<file path="config.mk">
export PLATFORM = sky130hd
export DESIGN_NAME = conv2_sched_flat
export DESIGN_NICKNAME = d
export VERILOG_FILES = /design/src/rtl/conv2_sched_pkg.sv /design/src/rtl/conv2_sched_if.sv /design/src/rtl/conv2_sched_tag_pipe.sv /design/src/rtl/conv2_sched.sv /design/src/flat_wrapper.sv
export SDC_FILE = /design/constraint.sdc
export NUM_CORES = 1
export LEC_CHECK = 0
export BUFFER_PORTS_ARGS = -buffer_cell sky130_fd_sc_hd__buf_2
export CORE_MARGIN = 5
export CORE_UTILIZATION = 51
export DETAILED_ROUTE_END_ITERATION = 8
export PLACE_DENSITY = 0.76
export RECOVER_POWER = 50
export SYNTH_ARGS = -nofsm -noshare
export SYNTH_HDL_FRONTEND = slang
export SYNTH_SLANG_ARGS = --single-unit
</file>
<file path="constraint.sdc">
create_clock -name clk -period 2.5 [get_ports clk]
set_input_delay 0 -clock clk [delete_from_list [all_inputs] [get_ports clk]]
set_output_delay 0 -clock clk [all_outputs]
set_load 0.05 [all_outputs]
</file>
<file path="src/rtl/conv2_sched_pkg.sv">
// Shared types and default sizing for the conv2 3x3 filter sequencing controller.
package conv2_pkg;

  localparam int DEF_IMG_W    = 14;
  localparam int DEF_IMG_H    = 14;
  localparam int DEF_IN_CH    = 32;
  localparam int DEF_OUT_CH   = 64;
  localparam int DEF_PIPE_LAT = 12;
  localparam int DEF_CREDITS  = 8;

  localparam int OUT_W = DEF_IMG_W - 2;
  localparam int OUT_H = DEF_IMG_H - 2;

  // Counter/field width that stays at least one bit for degenerate sizes.
  function automatic int cw(input int n);
    return (n > 1) ? $clog2(n) : 1;
  endfunction

  typedef enum logic [1:0] {
    S_IDLE,
    S_RUN,
    S_DRAIN,
    S_DONE
  } state_t;

  typedef struct packed {
    logic [cw(DEF_OUT_CH)-1:0] oc;
    logic                      first;
    logic                      last;
  } tag_t;

endpackage

</file>
<file path="src/rtl/conv2_sched_if.sv">
// Window/filter/partial-sum signal bundle between line buffer, filter and conv2_sched.
interface conv2_sched_if import conv2_pkg::*; #(
  parameter int IN_CH  = DEF_IN_CH,
  parameter int OUT_CH = DEF_OUT_CH
);
  localparam int WA_W = cw(OUT_CH * IN_CH);
  localparam int OC_W = cw(OUT_CH);

  logic            win_valid;
  logic            win_ready;
  logic            filt_valid;
  logic [WA_W-1:0] weight_addr;
  logic            bias_zero;
  logic            credit_ret;
  logic            psum_valid;
  logic            psum_first;
  logic            psum_last;
  logic [OC_W-1:0] psum_oc;

  modport master (
    output win_valid, credit_ret,
    input  win_ready, filt_valid, weight_addr, bias_zero,
           psum_valid, psum_first, psum_last, psum_oc
  );

  modport slave (
    input  win_valid, credit_ret,
    output win_ready, filt_valid, weight_addr, bias_zero,
           psum_valid, psum_first, psum_last, psum_oc
  );
endinterface

</file>
<file path="src/rtl/conv2_sched_tag_pipe.sv">
// Valid + tag delay line matching the filter latency; empty also accounts for this cycle's push.
module conv2_tag_pipe #(
  parameter int  LAT   = conv2_pkg::DEF_PIPE_LAT,
  parameter type TAG_T = conv2_pkg::tag_t
) (
  input  logic clk,
  input  logic rst,
  input  logic push,
  input  TAG_T tag_in,
  output logic out_v,
  output TAG_T out_tag,
  output logic empty
);

  logic [LAT-1:0] v;
  TAG_T           tags [LAT];

  always_ff @(posedge clk) begin
    if (rst) begin
      v <= '0;
    end else begin
      v[0] <= push;
      for (int unsigned i = 1; i < LAT; i++) v[i] <= v[i-1];
    end
  end

  // Tag payload needs no reset; only the valid bits decide what is live.
  always_ff @(posedge clk) begin
    tags[0] <= tag_in;
    for (int unsigned i = 1; i < LAT; i++) tags[i] <= tags[i-1];
  end

  assign out_v   = v[LAT-1];
  assign out_tag = tags[LAT-1];
  assign empty   = ~(|v) & ~push;

endmodule

</file>
<file path="src/rtl/conv2_sched.sv">
// conv2 sequencing controller: walks ic/col/row/oc, issues windows under accumulator credit, tags partial sums.
module conv2_sched import conv2_pkg::*; #(
  parameter int IMG_W    = DEF_IMG_W,
  parameter int IMG_H    = DEF_IMG_H,
  parameter int IN_CH    = DEF_IN_CH,
  parameter int OUT_CH   = DEF_OUT_CH,
  parameter int PIPE_LAT = DEF_PIPE_LAT,
  parameter int CREDITS  = DEF_CREDITS
) (
  input  logic                clk,
  input  logic                rst,
  input  logic                start,
  conv2_sched_if.slave        bus,
  output logic                busy,
  output logic                done,
  output logic                err
);

  localparam int COLS  = IMG_W - 2;
  localparam int ROWS  = IMG_H - 2;
  localparam int IC_W  = cw(IN_CH);
  localparam int COL_W = cw(COLS);
  localparam int ROW_W = cw(ROWS);
  localparam int OC_W  = cw(OUT_CH);
  localparam int WA_W  = cw(OUT_CH * IN_CH);
  localparam int CR_W  = $clog2(CREDITS + 1);

  typedef struct packed {
    logic [OC_W-1:0] oc;
    logic            first;
    logic            last;
  } ptag_t;

  state_t state, state_nx;

  logic [IC_W-1:0]  ic;
  logic [COL_W-1:0] col;
  logic [ROW_W-1:0] row;
  logic [OC_W-1:0]  oc;
  logic [CR_W-1:0]  credits;

  logic  win_ready, issue, start_acc, last_issue;
  logic  ic_max, col_max, row_max, oc_max;
  logic  pipe_v, pipe_empty;
  ptag_t tag_in, tag_out;

  assign ic_max  = (ic  == IC_W'(IN_CH - 1));
  assign col_max = (col == COL_W'(COLS - 1));
  assign row_max = (row == ROW_W'(ROWS - 1));
  assign oc_max  = (oc  == OC_W'(OUT_CH - 1));

  assign issue      = bus.win_valid & win_ready;
  assign start_acc  = (state == S_IDLE) & start;
  assign last_issue = issue & ic_max & col_max & row_max & oc_max;

  always_ff @(posedge clk) begin
    if (rst) state <= S_IDLE;
    else     state <= state_nx;
  end

  always_comb begin
    state_nx  = state;
    win_ready = 1'b0;
    busy      = 1'b0;
    done      = 1'b0;
    unique case (state)
      S_IDLE:  if (start) state_nx = S_RUN;
      S_RUN: begin
        win_ready = (credits != '0);
        busy      = 1'b1;
        if (last_issue) state_nx = S_DRAIN;
      end
      S_DRAIN: begin
        busy = 1'b1;
        if (pipe_empty) state_nx = S_DONE;
      end
      S_DONE: begin
        done     = 1'b1;
        state_nx = S_IDLE;
      end
      default: state_nx = S_IDLE;
    endcase
  end

  // Loop nest, innermost first: ic, col, row, oc.
  always_ff @(posedge clk) begin
    if (rst || start_acc) begin
      ic  <= '0;
      col <= '0;
      row <= '0;
      oc  <= '0;
    end else if (issue) begin
      if (!ic_max) begin
        ic <= ic + 1'b1;
      end else begin
        ic <= '0;
        if (!col_max) begin
          col <= col + 1'b1;
        end else begin
          col <= '0;
          if (!row_max) begin
            row <= row + 1'b1;
          end else begin
            row <= '0;
            oc  <= oc_max ? '0 : oc + 1'b1;
          end
        end
      end
    end
  end

  always_ff @(posedge clk) begin
    if (rst) begin
      credits <= CR_W'(CREDITS);
      err     <= 1'b0;
    end else begin
      unique case ({issue, bus.credit_ret})
        2'b10: credits <= credits - 1'b1;
        2'b01: begin
          if (credits == CR_W'(CREDITS)) err <= 1'b1;
          else                           credits <= credits + 1'b1;
        end
        default: credits <= credits;
      endcase
    end
  end

  assign tag_in.oc    = oc;
  assign tag_in.first = (ic == '0);
  assign tag_in.last  = ic_max;

  conv2_tag_pipe #(
    .LAT   (PIPE_LAT),
    .TAG_T (ptag_t)
  ) u_tag_pipe (
    .clk     (clk),
    .rst     (rst),
    .push    (issue),
    .tag_in  (tag_in),
    .out_v   (pipe_v),
    .out_tag (tag_out),
    .empty   (pipe_empty)
  );

  assign bus.win_ready   = win_ready;
  assign bus.filt_valid  = issue;
  assign bus.weight_addr = WA_W'(oc) * WA_W'(IN_CH) + WA_W'(ic);
  assign bus.bias_zero   = (ic != '0);
  assign bus.psum_valid  = pipe_v;
  assign bus.psum_first  = tag_out.first;
  assign bus.psum_last   = tag_out.last;
  assign bus.psum_oc     = tag_out.oc;

endmodule

</file>
<file path="src/flat_wrapper.sv">
// flat-port wrapper written by rule: the top's interface ports become plain ports
module conv2_sched_flat import conv2_pkg::*;
#(
  parameter int IMG_W    = DEF_IMG_W,
  parameter int IMG_H    = DEF_IMG_H,
  parameter int IN_CH    = DEF_IN_CH,
  parameter int OUT_CH   = DEF_OUT_CH,
  parameter int PIPE_LAT = DEF_PIPE_LAT,
  parameter int CREDITS  = DEF_CREDITS
)
  (clk, rst, start, busy, done, err, bus_win_valid, bus_credit_ret, bus_win_ready, bus_filt_valid, bus_weight_addr, bus_bias_zero, bus_psum_valid, bus_psum_first, bus_psum_last, bus_psum_oc);
  conv2_sched_if #(.IN_CH(IN_CH), .OUT_CH(OUT_CH)) bus_i ();
  input  logic clk;
  input  logic rst;
  input  logic start;
  output logic busy;
  output logic done;
  output logic err;
  input wire logic [$bits(bus_i.win_valid)-1:0] bus_win_valid;
  input wire logic [$bits(bus_i.credit_ret)-1:0] bus_credit_ret;
  output wire logic [$bits(bus_i.win_ready)-1:0] bus_win_ready;
  output wire logic [$bits(bus_i.filt_valid)-1:0] bus_filt_valid;
  output wire logic [$bits(bus_i.weight_addr)-1:0] bus_weight_addr;
  output wire logic [$bits(bus_i.bias_zero)-1:0] bus_bias_zero;
  output wire logic [$bits(bus_i.psum_valid)-1:0] bus_psum_valid;
  output wire logic [$bits(bus_i.psum_first)-1:0] bus_psum_first;
  output wire logic [$bits(bus_i.psum_last)-1:0] bus_psum_last;
  output wire logic [$bits(bus_i.psum_oc)-1:0] bus_psum_oc;
  assign bus_i.win_valid = bus_win_valid;
  assign bus_i.credit_ret = bus_credit_ret;
  assign bus_win_ready = bus_i.win_ready;
  assign bus_filt_valid = bus_i.filt_valid;
  assign bus_weight_addr = bus_i.weight_addr;
  assign bus_bias_zero = bus_i.bias_zero;
  assign bus_psum_valid = bus_i.psum_valid;
  assign bus_psum_first = bus_i.psum_first;
  assign bus_psum_last = bus_i.psum_last;
  assign bus_psum_oc = bus_i.psum_oc;
  conv2_sched #(.IMG_W(IMG_W), .IMG_H(IMG_H), .IN_CH(IN_CH), .OUT_CH(OUT_CH), .PIPE_LAT(PIPE_LAT), .CREDITS(CREDITS)) u_core (.clk(clk), .rst(rst), .start(start), .bus(bus_i), .busy(busy), .done(done), .err(err));
endmodule
</file>
Word-level counts from Yosys, hierarchy flattened
Memory sizes are Yosys's and may differ from the RTL's.
Index checks and enable logic that the tools add are counted.
{ "totals": {"regBits": 38, "ramBits": 96, "out_inout_bits": 26, "word_cells": 66, "mem_count": 1} }
{ "classes": {"addsub": 7, "eq_ne": 14, "mux": 13, "bitwise": 9, "n_reduce_logical": 14} }
{ "memory_table": {"columns": ["memory", "words", "word_bits", "read_ports", "rd_clocked_by_memory_dff", "wr", "line", "rtl"], "rows": [
  ["u_core.u_tag_pipe.tags", 12, 8, 12, 0, 12, "conv2_sched_tag_pipe.sv:16", "TAG_T tags [LAT];"]
]} }
{ "ops": {"columns": ["op", "count"], "rows": [
  ["4-bit by 1-bit adder with 4-bit output (second input constant)", 3],
  ["4-bit == test (second input constant)", 3],
  ["4-bit two-way mux", 3],
  ["12-bit OR reduction", 1],
  ["11-bit by 5-bit adder with 11-bit output", 1],
  ["2-bit case mux with 4 select lines", 1],
  ["4-bit case mux with 2 select lines", 1],
  ["1-bit bitwise AND", 7],
  ["6-bit by 1-bit adder with 6-bit output (second input constant)", 1],
  ["2-bit == test (second input constant)", 3],
  ["6-bit == test (second input constant)", 1],
  ["2-bit two-way mux", 3],
  ["6-bit two-way mux", 1],
  ["2-bit AND reduction", 3],
  ["3-bit AND reduction", 2],
  ["5-bit by 1-bit adder with 5-bit output (second input constant)", 1],
  ["5-bit == test (second input constant)", 1],
  ["5-bit logical NOT", 1],
  ["5-bit two-way mux", 1],
  ["5-bit nonzero test", 1],
  ["2-bit by 1-bit == test with 1-bit output (second input constant)", 2],
  ["2-bit by 1-bit != test with 1-bit output (second input constant)", 2],
  ["2-bit != test (second input constant)", 2],
  ["4-bit AND reduction", 1],
  ["other kinds (8)", 11]
]} }

Depth between registers and ports, before layout
Gate-level depths: netlist of run 1.
{ "logic_depth": {"ltp_word": 9, "mapped_depth": 13, "depth_no_buf": 12} }

By module
A second synthesis of run 1 with hierarchy kept.
{ "hier_totals": {"cells_unflattened": 314, "area_unflattened_um2": 3897.5} }
{ "modules_own_cells": {"columns": ["module", "instances", "cells_each", "area_each_um2", "seq_area_each_um2"], "rows": [
  ["conv2_tag_pipe", 1, 134, 2334.7, 2162.1],
  ["conv2_sched", 1, 180, 1562.7, 520.5]
]} }

Worst setup path after synthesis of run 1
OpenSTA, ideal clock, no wires.
{ "synth_path": {"kind": "register -> register", "startpoint": "register u_core.credits[0]", "endpoint": "register u_core.credits[3]", "t_arrival_ns": 2.549, "slack_ns": -0.120, "stages_incl_launch_ff": 12, "path_buffers": 1, "synth_period_minus_slack_ns": 2.620, "cell_sequence": "dfxtp_1 -> o41ai_4 -> inv_2 -> nand2_4 -> buf_2 -> nand2_1 -> ha_1 -> a21o_2 -> a21oi_1 -> nor3_1 -> a22oi_1 -> mux2i_1"} }
{ "synth_between": {"elab_chain_cells": 6} }
{ "synth_rtl": {"columns": ["element", "line", "rtl"], "rows": [
  ["start, declared", "conv2_sched.sv:40", "logic [CR_W-1:0] credits;"],
  ["start signal, assigned", "conv2_sched.sv:114", "credits <= CR_W'(CREDITS);"],
  ["start signal, assigned", "conv2_sched.sv:118", "2'b10: credits <= credits - 1'b1;"],
  ["start signal, assigned", "conv2_sched.sv:121", "else credits <= credits + 1'b1;"],
  ["4-bit nonzero test *", "conv2_sched.sv:69", "win_ready = (credits != '0);"],
  ["1-bit two-way mux *", "conv2_sched.sv:66", "unique case (state)"],
  ["via bus_win_ready", "flat_wrapper.sv:21", "output wire logic [$bits(bus_i.win_ready)-1:0] bus_win_ready;"],
  ["1-bit bitwise AND *", "conv2_sched.sv:52", "assign issue = bus.win_valid & win_ready;"],
  ["2-bit by 1-bit == test with 1-bit output or 2-bit == test (tied branches)", "conv2_sched.sv:117", "unique case ({issue, bus.credit_ret})"],
  ["2-bit != test (no line) or 2-bit nonzero test (tied branches)", null, null],
  ["2-bit AND reduction (no line)", null, null]
]} }
Mark *: on every way through the listed nets, which the timed path passes. The rest lies on a longest branch. The select of a mux whose other input is x is not followed.
A chain may end at the register's enable or synchronous reset.

Worst setup path in the final report of run 1
{ "layout_path": {"startpoint": "register u_core.credits[0]", "endpoint": "register u_core.credits[3]"} }
{ "layout_between": {"elab_chain_cells": 6} }
{ "layout_rtl": {"columns": ["element", "line"], "rows": [
  ["4-bit nonzero test", "conv2_sched.sv:69"],
  ["1-bit two-way mux", "conv2_sched.sv:66"],
  ["1-bit bitwise AND", "conv2_sched.sv:52"],
  ["2-bit by 1-bit == test with 1-bit output or 2-bit == test (tied branches)", "conv2_sched.sv:117"],
  ["2-bit != test (no line) or 2-bit nonzero test (tied branches)", null],
  ["2-bit AND reduction (no line)", null]
]} }
Several ways; a longest one is shown, not always the timed one. The select of a mux whose other input is x is not followed.

==> results of run 1 <==
[synth_stat cells (all sizes together)]
cell type	instances
a21o	2
nand4b	1
xor2	5
inv	8
xnor2	1
fa	1
nor2b	12
nor4	4
nand4	6
a31oi	3
nand2b	1
nor2	21
a31o	1
nand3b	2
or4b	1
clkbuf	4
a22oi	1
nand2	13
a211oi	2
or4	1
a21bo	1
o21ai	6
o41ai	1
dfxtp	134
and3	4
mux2i	7
nor3	5
buf	14
nand3	4
or3	3
nor4b	2
a21oi	17
ha	13
[state kept, by name, summed over array words and instances (netlist names)]
signal and cells:
u_core.credits 4, u_core.row 4, u_core.col 4, u_core.u_tag_pipe.tags 96, u_core.state 2, u_core.oc 6, u_core.err 1, u_core.ic 5
u_core.u_tag_pipe.v 12
[path summary, 6_finish.rpt]
kind                            cells after the start                          from                       endpoint  slack (ns)
worst min-delay path                                0  u_core.u_tag_pipe.tags[4][6]  u_core.u_tag_pipe.tags[4][14]        0.32
worst max register to register                     10             u_core.credits[0]              u_core.credits[3]        0.17
worst max-delay path                               10             u_core.credits[0]              u_core.credits[3]        0.17
worst min register to register                      0  u_core.u_tag_pipe.tags[4][6]  u_core.u_tag_pipe.tags[4][14]        0.32
[cells by family (layout without fill, tap and decap cells)]
family	Yosys count	after routing	share of synthesized area, %
flops	134	134	70.4
mux	7	7	2.17
xor+xnor	6	6	1.38
compound gates	34	34	5.85
buf+inv	26	82	3.78
fa+ha+maj	14	14	4.80
simple gates	80	80	11.6
[stage by stage]
step | cell area [µm²] | hold slack [ns]
6_report | 4740 | 0.319
5_1_grt | 4740 | 0.327
4_1_cts | 4720 | 0.324
3_5_place_dp | 4030 | 0.312
3_3_place_gp | 4030 | 0.310
2_1_floorplan | 3830 | 0.157
[power by group]
part,switching [µW],internal [µW],total [µW]
Combinational,504,303,807
Clock,896,1730,2630
Sequential,76.8,2240,2310
Total,1480,4270,5740
[per-layer routing]
metal | GRT usage (%) | up-vias | share of wire [%]
met3 | 7.67 | 11 | 5.9
met1 | 15.0 | 991 | 45
li1 | - | 1100 | -
met4 | 7.48 | 0 | 1.6
met5 | 0 | - | 0
met2 | 21.3 | 50 | 48
[critical path, delay by kind of cell (launching register included)]
kind / cells / cell delay, ns
AND/OR/NAND/NOR: 3 / 0.20
multiplexers: 1 / 0.19
buffers and inverters: 1 / 0.25
AO/OA/AOI/OAI: 4 / 0.95
adder cells (fa/ha/maj): 1 / 0.30
flip-flops: 1 / 0.37
[cell type report]
class / instances / area, µm² / share of cell area, %
sequential: 134 / 2690 / 56.7
inverter: 8 / 43.8 / 0.925
multi-input combinational: 141 / 988 / 20.9
timing repair buffer: 42 / 253 / 5.34
tap: 99 / 124 / 2.62
clock buffer: 18 / 418 / 8.82
clock inverter: 14 / 223 / 4.70
[timing repair]
action                                 4_1_cts  5_1_grt
endpoints found under the hold margin       20        0
gates resized for setup                      0        2
setup endpoints to repair                    0        1
hold buffers                                 5        0
buffers inserted                             0        1
==> impl.org, run 1 <==
** Outcome
- The flow ran to the end, and the final reports show no timing, DRC or antenna violations.

** Logic synthesis
- The biggest area contributor in the post-synthesis netlist is dfxtp_1.
- Yosys cell types :: a little over 40
- Post-synthesis sequential area ratio :: a little over two thirds
- A synthesized cell averages around 13 µm².
- Flip-flop and latch count after synthesis :: 134
- Counting every instance in the synthesized netlist gives ~300.
- Ranked by total cell area, the synthesized netlist is headed by dfxtp_1, ha_1, buf_4.
- For this run, the number of Yosys warnings is 0.
- Post-synth top area share :: a little over two thirds
- Synthesis produced a netlist with a net count of 320.
- Synthesized area :: 0.00381 mm²

** Clock network
- The tree built by TritonCTS fans out to 134 sinks.
- For the worst-skew pair, the clock arrives at the later sink with an insertion delay of 0.51 ns.
- The tree is rooted in a clkbuf_8.
- Clock tree from TritonCTS :: done
- The clock passes through at most 2 buffers.
- After clock tree synthesis, the clock-pin slew on the worst setup and hold paths is 0.06 ns.
- TritonCTS Buffers :: 17
- The H-tree generated during clock tree synthesis spans 4 levels.

** Timing
- Max-slew violation total from the final report :: 0
- Hold violation total from the final report :: 0
- Setup repair after global routing left no endpoint under its margin.
- For the final database, setup skew stands at between 0.007 and 0.008 ns.
- Of the available clock period, the critical path in the final layout requires between 90% and 100%.
- Subtracting the final worst setup slack from the clock period gives 2.33 ns.
- The worst pin sits at a relative slew slack of around 57%.
- In the final timing run, aggregate negative setup slack is 0 ns.
- For the pin with the worst max-slew slack, the measured transition is ~0.65 ns.
- Timing would allow up to ~430 MHz.
- Setup slack closes at 0.172 ns.
- Count of final setup violators :: 0

** Place
- Routability congestion estimate :: about 0.77
- Detailed placement ended at an HPWL of approximately 3500 µm.
- Placed cell count :: 418
- OpenSTA, run right after detailed placement, puts the worst setup slack at approximately 0.047 ns.
- Number of port buffers :: 30

** Die
- Pin placement for this block handled 31 I/O pins.
- Effective utilization at floorplan :: a little over half
- The floorplan step defined a die boundary enclosing roughly 0.0093 mm².
- The region available for standard cell placement spans roughly 0.0073 mm².
- Die X-Extent :: between 90 and 100 µm
- Cell Rows :: 31
- The die is between 90 and 100 µm tall.

** Layout
- Layout cells sized above 1 :: a little under a quarter
- Number of standard cells in the layout, taps in and fillers out :: approximately 460
- FILL cells :: about 550
- Most common library cell in the layout ignoring fill and taps :: dfxtp_1
- The final layout contains ~360 nets.
- Utilization of the core after routing :: 65.3%
- Top library cells by usage in the layout, fill and taps aside :: dfxtp_1, buf_2, nor2_1
- Ant diodes :: 0
- Layout overhead on the synthesized area :: 24.3%

** Drt
- Routed length per instance :: ~12 µm
- For this block, the routed nets add up to roughly 5600 µm of wire.
- Iteration-0 DRC count of the detailed router :: 87
- Dividing the detail-routed via count by the number of cells gives 4.72.
- Post-route antenna net violation count :: 0
- Summing over every cut layer, the via total after detailed routing is ~2200.
- The first TritonRoute pass finished after 5 iterations.
- For this run, design rule violations remaining after detail routing come to 0.

** Global routing
- Number of antenna violations at the first check in global routing :: 0
- Overall fraction of global-route tracks in use :: roughly 14%
- Total overflow reported by the global router :: 0
- The first global-routing pass estimated 9350 µm of wire.
- Largest net degree at the start of global routing :: 22
- The number of global-route vias before repair is 2138.

** Setup path
- Crit path cell chain :: o41ai_4 > bufinv_8 > nand2_4 > nand2_2 > ha_1 > a21o_2 > a21oi_2 > nor3_1 > a22oi_1 > mux2i_1
- Slowest Stage Delay on Critical Path :: ~0.39 ns
- CP endpoint kind :: flip-flop
- In this run the worst path has a maximum fanout of 5.
- For this design, the slowest cell found on the critical path is o41ai_4.
- Data arrival time of the critical path :: roughly 2.8 ns
- The setup path with the least slack is of type flip-flop to flip-flop.
- For the worst setup path, the data required time is ~3 ns.
- Type of element launching the critical path :: flip-flop

** Power
- The completed layout was analyzed and its total power is 5740 µW.
- Static leakage :: 0.00201 µW
- In this run the power density over the cells is between 1000 and 1500 mW/mm².
- Peak supply drop :: just under 0.0008 V

** Worst hold path
- HP Class :: flip-flop to flip-flop

** Run
- Max-capacitance violation count :: 0
(Power assumes the default switching activity.)
==> run 2, diff against run 1 <==
SETUP_SLACK_MARGIN = 0.4   (was unset)
==> run 2 against run 1 <==
Effect of this change: final area grew 4.0%; sequential share of layout area down 1.8 points; register-to-register slack better by 0.18 ns; critical path depth down 1; global-route usage is 1.3 points higher; clock skew decreased by 0.00052 ns.
==> impl.org, run 2 (same netlist as run 1, synthesis figures left out) <==
** Timing
- Final critical-path share of the clock period :: 85.8% (-7.4 points)
- The remaining max-slew budget at the tightest pin was 50.0% (-6.6 points).
- The actual transition at the worst max-transition pin was 0.740 ns (+0.0886 ns).
- Setup repair after global routing could not meet its margin everywhere.
- The worst-case clock skew came to 0.00685 ns (-0.000518 ns).
- Count of final setup violators :: 0 (unchanged)
- The number of max-slew violations in the final report came to 0 (unchanged).
- The number of hold violations in the final report was 0 (unchanged).
- The summed negative setup slack over all endpoints is 0 ns (unchanged).
- Upper clock frequency limit :: 466 MHz (+8.6%)
- The time the final worst path needs with I/O delays and setup is 2.14 ns (-0.184 ns).

** Layout
- Layout overhead on the synthesized area :: 29.3%
- Count of nets after finishing :: 375 (+3.3%)
- Summed area of non-filler cells in the final layout :: 0.00492 mm² (+4.0%)
- More flip-flops sit in one register than any other, and that register is u_core.u_tag_pipe.tags.
- The final-layout fill cell count was 505 (-8.3%).
- The largest registers in the layout are u_core.u_tag_pipe.tags (96), u_core.u_tag_pipe.v (12), u_core.oc (6).
- The flip-flop count of the largest register after layout was 96 (unchanged).
- Area taken by flip-flops and latches :: 0.00270 mm² (+0.65%)
- The number of inserted diodes came to 0 (unchanged).
- Layout cells sized above 1 :: 30.6% (+7.1 points)
- Leaving out fill and tap cells, the most frequent cell in the layout is dfxtp_1.
- Top library cells by usage in the layout, fill and taps aside :: dfxtp_1, buf_2, nor2_1
- The total area of multi-input combinational cells is 0.00109 mm² (+9.9%).

** Global routing
- Wire length of the first global-routing pass :: 10200 µm (+9.4%)
- Largest net degree at the start of global routing :: 22 (unchanged)
- Number of global-route vias before repair :: 2240 (+4.8%)
- The global routing usage summed across all routing layers came to 15.0% (+1.3 points).
- The total congestion overflow after global routing is 0 (unchanged).
- The initial antenna violation count came to 0 (unchanged).

** Place
- The total cell area at the placement stage was 0.00408 mm² (+1.2%).
- The final weighted congestion in routability-driven placement is 0.782 (+2.2%).
- The number of buffers added on ports came to 30 (unchanged).
- The HPWL reported at the end of detailed placement is 3350 µm (-3.5%).

** Drt
- The met1 layer wirelength in the final routing came to 2630 µm (+5.0%).
- The number of nets still failing antenna checks after routing came to 0 (unchanged).
- The initial detailed-routing violation count is 87 (unchanged).
- DRC violations left :: 0 (unchanged)
- Routed length per instance :: 12.9 µm (+5.4%)
- Routed WL :: 6040 µm (+8.2%)
- The detailed-route via count was 2273 (+5.6%).
- The detailed-routed wire length on met2 was 2920 µm (+9.6%).
- Routed length on met3 :: 338 µm (+3.0%)
- Number of optimization iterations in the first detailed-route pass :: 4 (-1)
- Highest routing layer actually used :: met4
- Vias per std cell :: 4.86 (+2.9%)

** Power
- The static leakage is 0.00206 µW (+2.8%).
- Peak supply drop :: 0.000636 V (-19%)
- Total power :: 5770 µW (+0.49%)
- Ratio of total power to cell area :: 1170 mW/mm² (-3.3%)

** Run
- The total of max-cap violations was 0 (unchanged).

** Die
- Effective utilization at floorplan :: 52.5% (unchanged)
- The floorplan die area came to 0.00930 mm² (unchanged).
- Die X-Extent :: 96.4 µm (unchanged)
- The height of the die is 96.4 µm (unchanged).
- The core area came to 0.00725 mm² (unchanged).
- The I/O pin total was 31 (unchanged).
- Cell Rows :: 31 (unchanged)

** Clock network
- Clock transition at the registers of the reported paths :: 0.06 ns (about the same)
- Bufs on Longest Clock Path :: 2 (unchanged)
- TritonCTS built the clock tree.
- Total number of clock tree sinks :: 134 (unchanged)
- TritonCTS Buffers :: 17 (unchanged)
- The number of H-tree branching levels is 4 (unchanged).
- The clock latency at the later pin of the worst-skew pair came to 0.51 ns (about the same).
- In this run the clock root is driven by a clkbuf_8.

** Outcome
- The flow ran to the end, and the final reports show no timing, DRC or antenna violations.

** Setup path
- STA classifies the critical path endpoint as a flip-flop.
- The setup path with the least slack is of type flip-flop to flip-flop.
- The required arrival time at the worst endpoint came to 2.93 ns (about the same).
- Data arrival time of the critical path :: 2.58 ns (-0.19 ns)
- The peak fanout along the critical path is 4 (-1).
- STA classifies the critical path startpoint as a flip-flop.

** Worst hold path
- In this run the worst hold path is classified as input pin to flip-flop.
-- run 2: cell count changes in the layout (fill, tap and decap cells not counted), moves of 3 or more --
| cell | previous run | this run |
|---|---|---|
| clkinvlp_4 | 4 | 1 |
| ha_1 | 13 | 9 |
| dfxtp_1 | 131 | 125 |
| buf_4 | 7 | 18 |
| ha_4 | 0 | 4 |
| dfxtp_4 | 0 | 4 |
| bufinv_16 | 5 | 2 |
| inv_6 | 2 | 7 |
-- run 2: final timing paths --
path | start | end | slack [ns] | depth (start not counted)
worst min register to register | u_core.u_tag_pipe.tags[2][7] | u_core.u_tag_pipe.tags[2][15] | 0.32 | 0
worst max register to register | u_core.credits[3] | u_core.credits[3] | 0.36 | 9
worst min-delay path | bus_win_valid | u_core.ic[1] | 0.06 | 5
worst max-delay path | u_core.credits[3] | u_core.credits[3] | 0.36 | 9
-- run 2: stage by stage --
| stage | util (%) | setup WS (ns) | std cells | hold WS (ns) |
|---|---|---|---|---|
| after floorplan | - | 0.183 | 301 | 0.157 |
| after global placement | 56.3 | 0.290 | 416 | 0.310 |
| final | 67.9 | 0.356 | 468 | 0.0589 |
| after global routing | 67.9 | 0.253 | 468 | 0.0664 |
| after detailed placement | 56.3 | 0.213 | 416 | 0.312 |
| after CTS | 67.0 | 0.346 | 467 | 0.0284 |
-- run 2: area by class of cell --
| class | instances | area share (%) |
|---|---|---|
| sequential | 134 | 54.9 |
| clock inverter | 14 | 3.63 |
| timing repair buffer | 54 | 7.24 |
| inverter | 8 | 0.940 |
| multi-input combinational | 141 | 22.1 |
| clock buffer | 18 | 8.69 |
| tap | 99 | 2.52 |
-- run 2: power breakdown --
part           internal, µW  leakage, µW  switching [µW]
logic                   387     0.000680             567
clock network          1500     0.000297             989
registers              2250      0.00109            88.7
-- run 2: repair_timing --
action,CTS,global route
buffers inserted,12,1
pin swaps,7,4
hold buffers,7,0
endpoints found under the setup margin,8,14
gates resized for setup,5,16
hold endpoints to repair,20,0
-- run 2: routing by layer --
metal	vias to the layer above	global-route usage, %
li1	1120	-
met1	1074	17.3
met2	59	22.7
met3	20	5.73
met4	0	11.1
met5	-	0
-- run 2: worst max-delay path, stage by stage (launching register included) --
cell	delay, ns
dfxtp_4	0.36
o41ai_4	0.37
bufinv_8	0.24
nand2_4	0.06
nand2_4	0.06
ha_1	0.36
a21oi_4	0.19
nor3_2	0.06
a22oi_2	0.19
mux2i_1	0.19
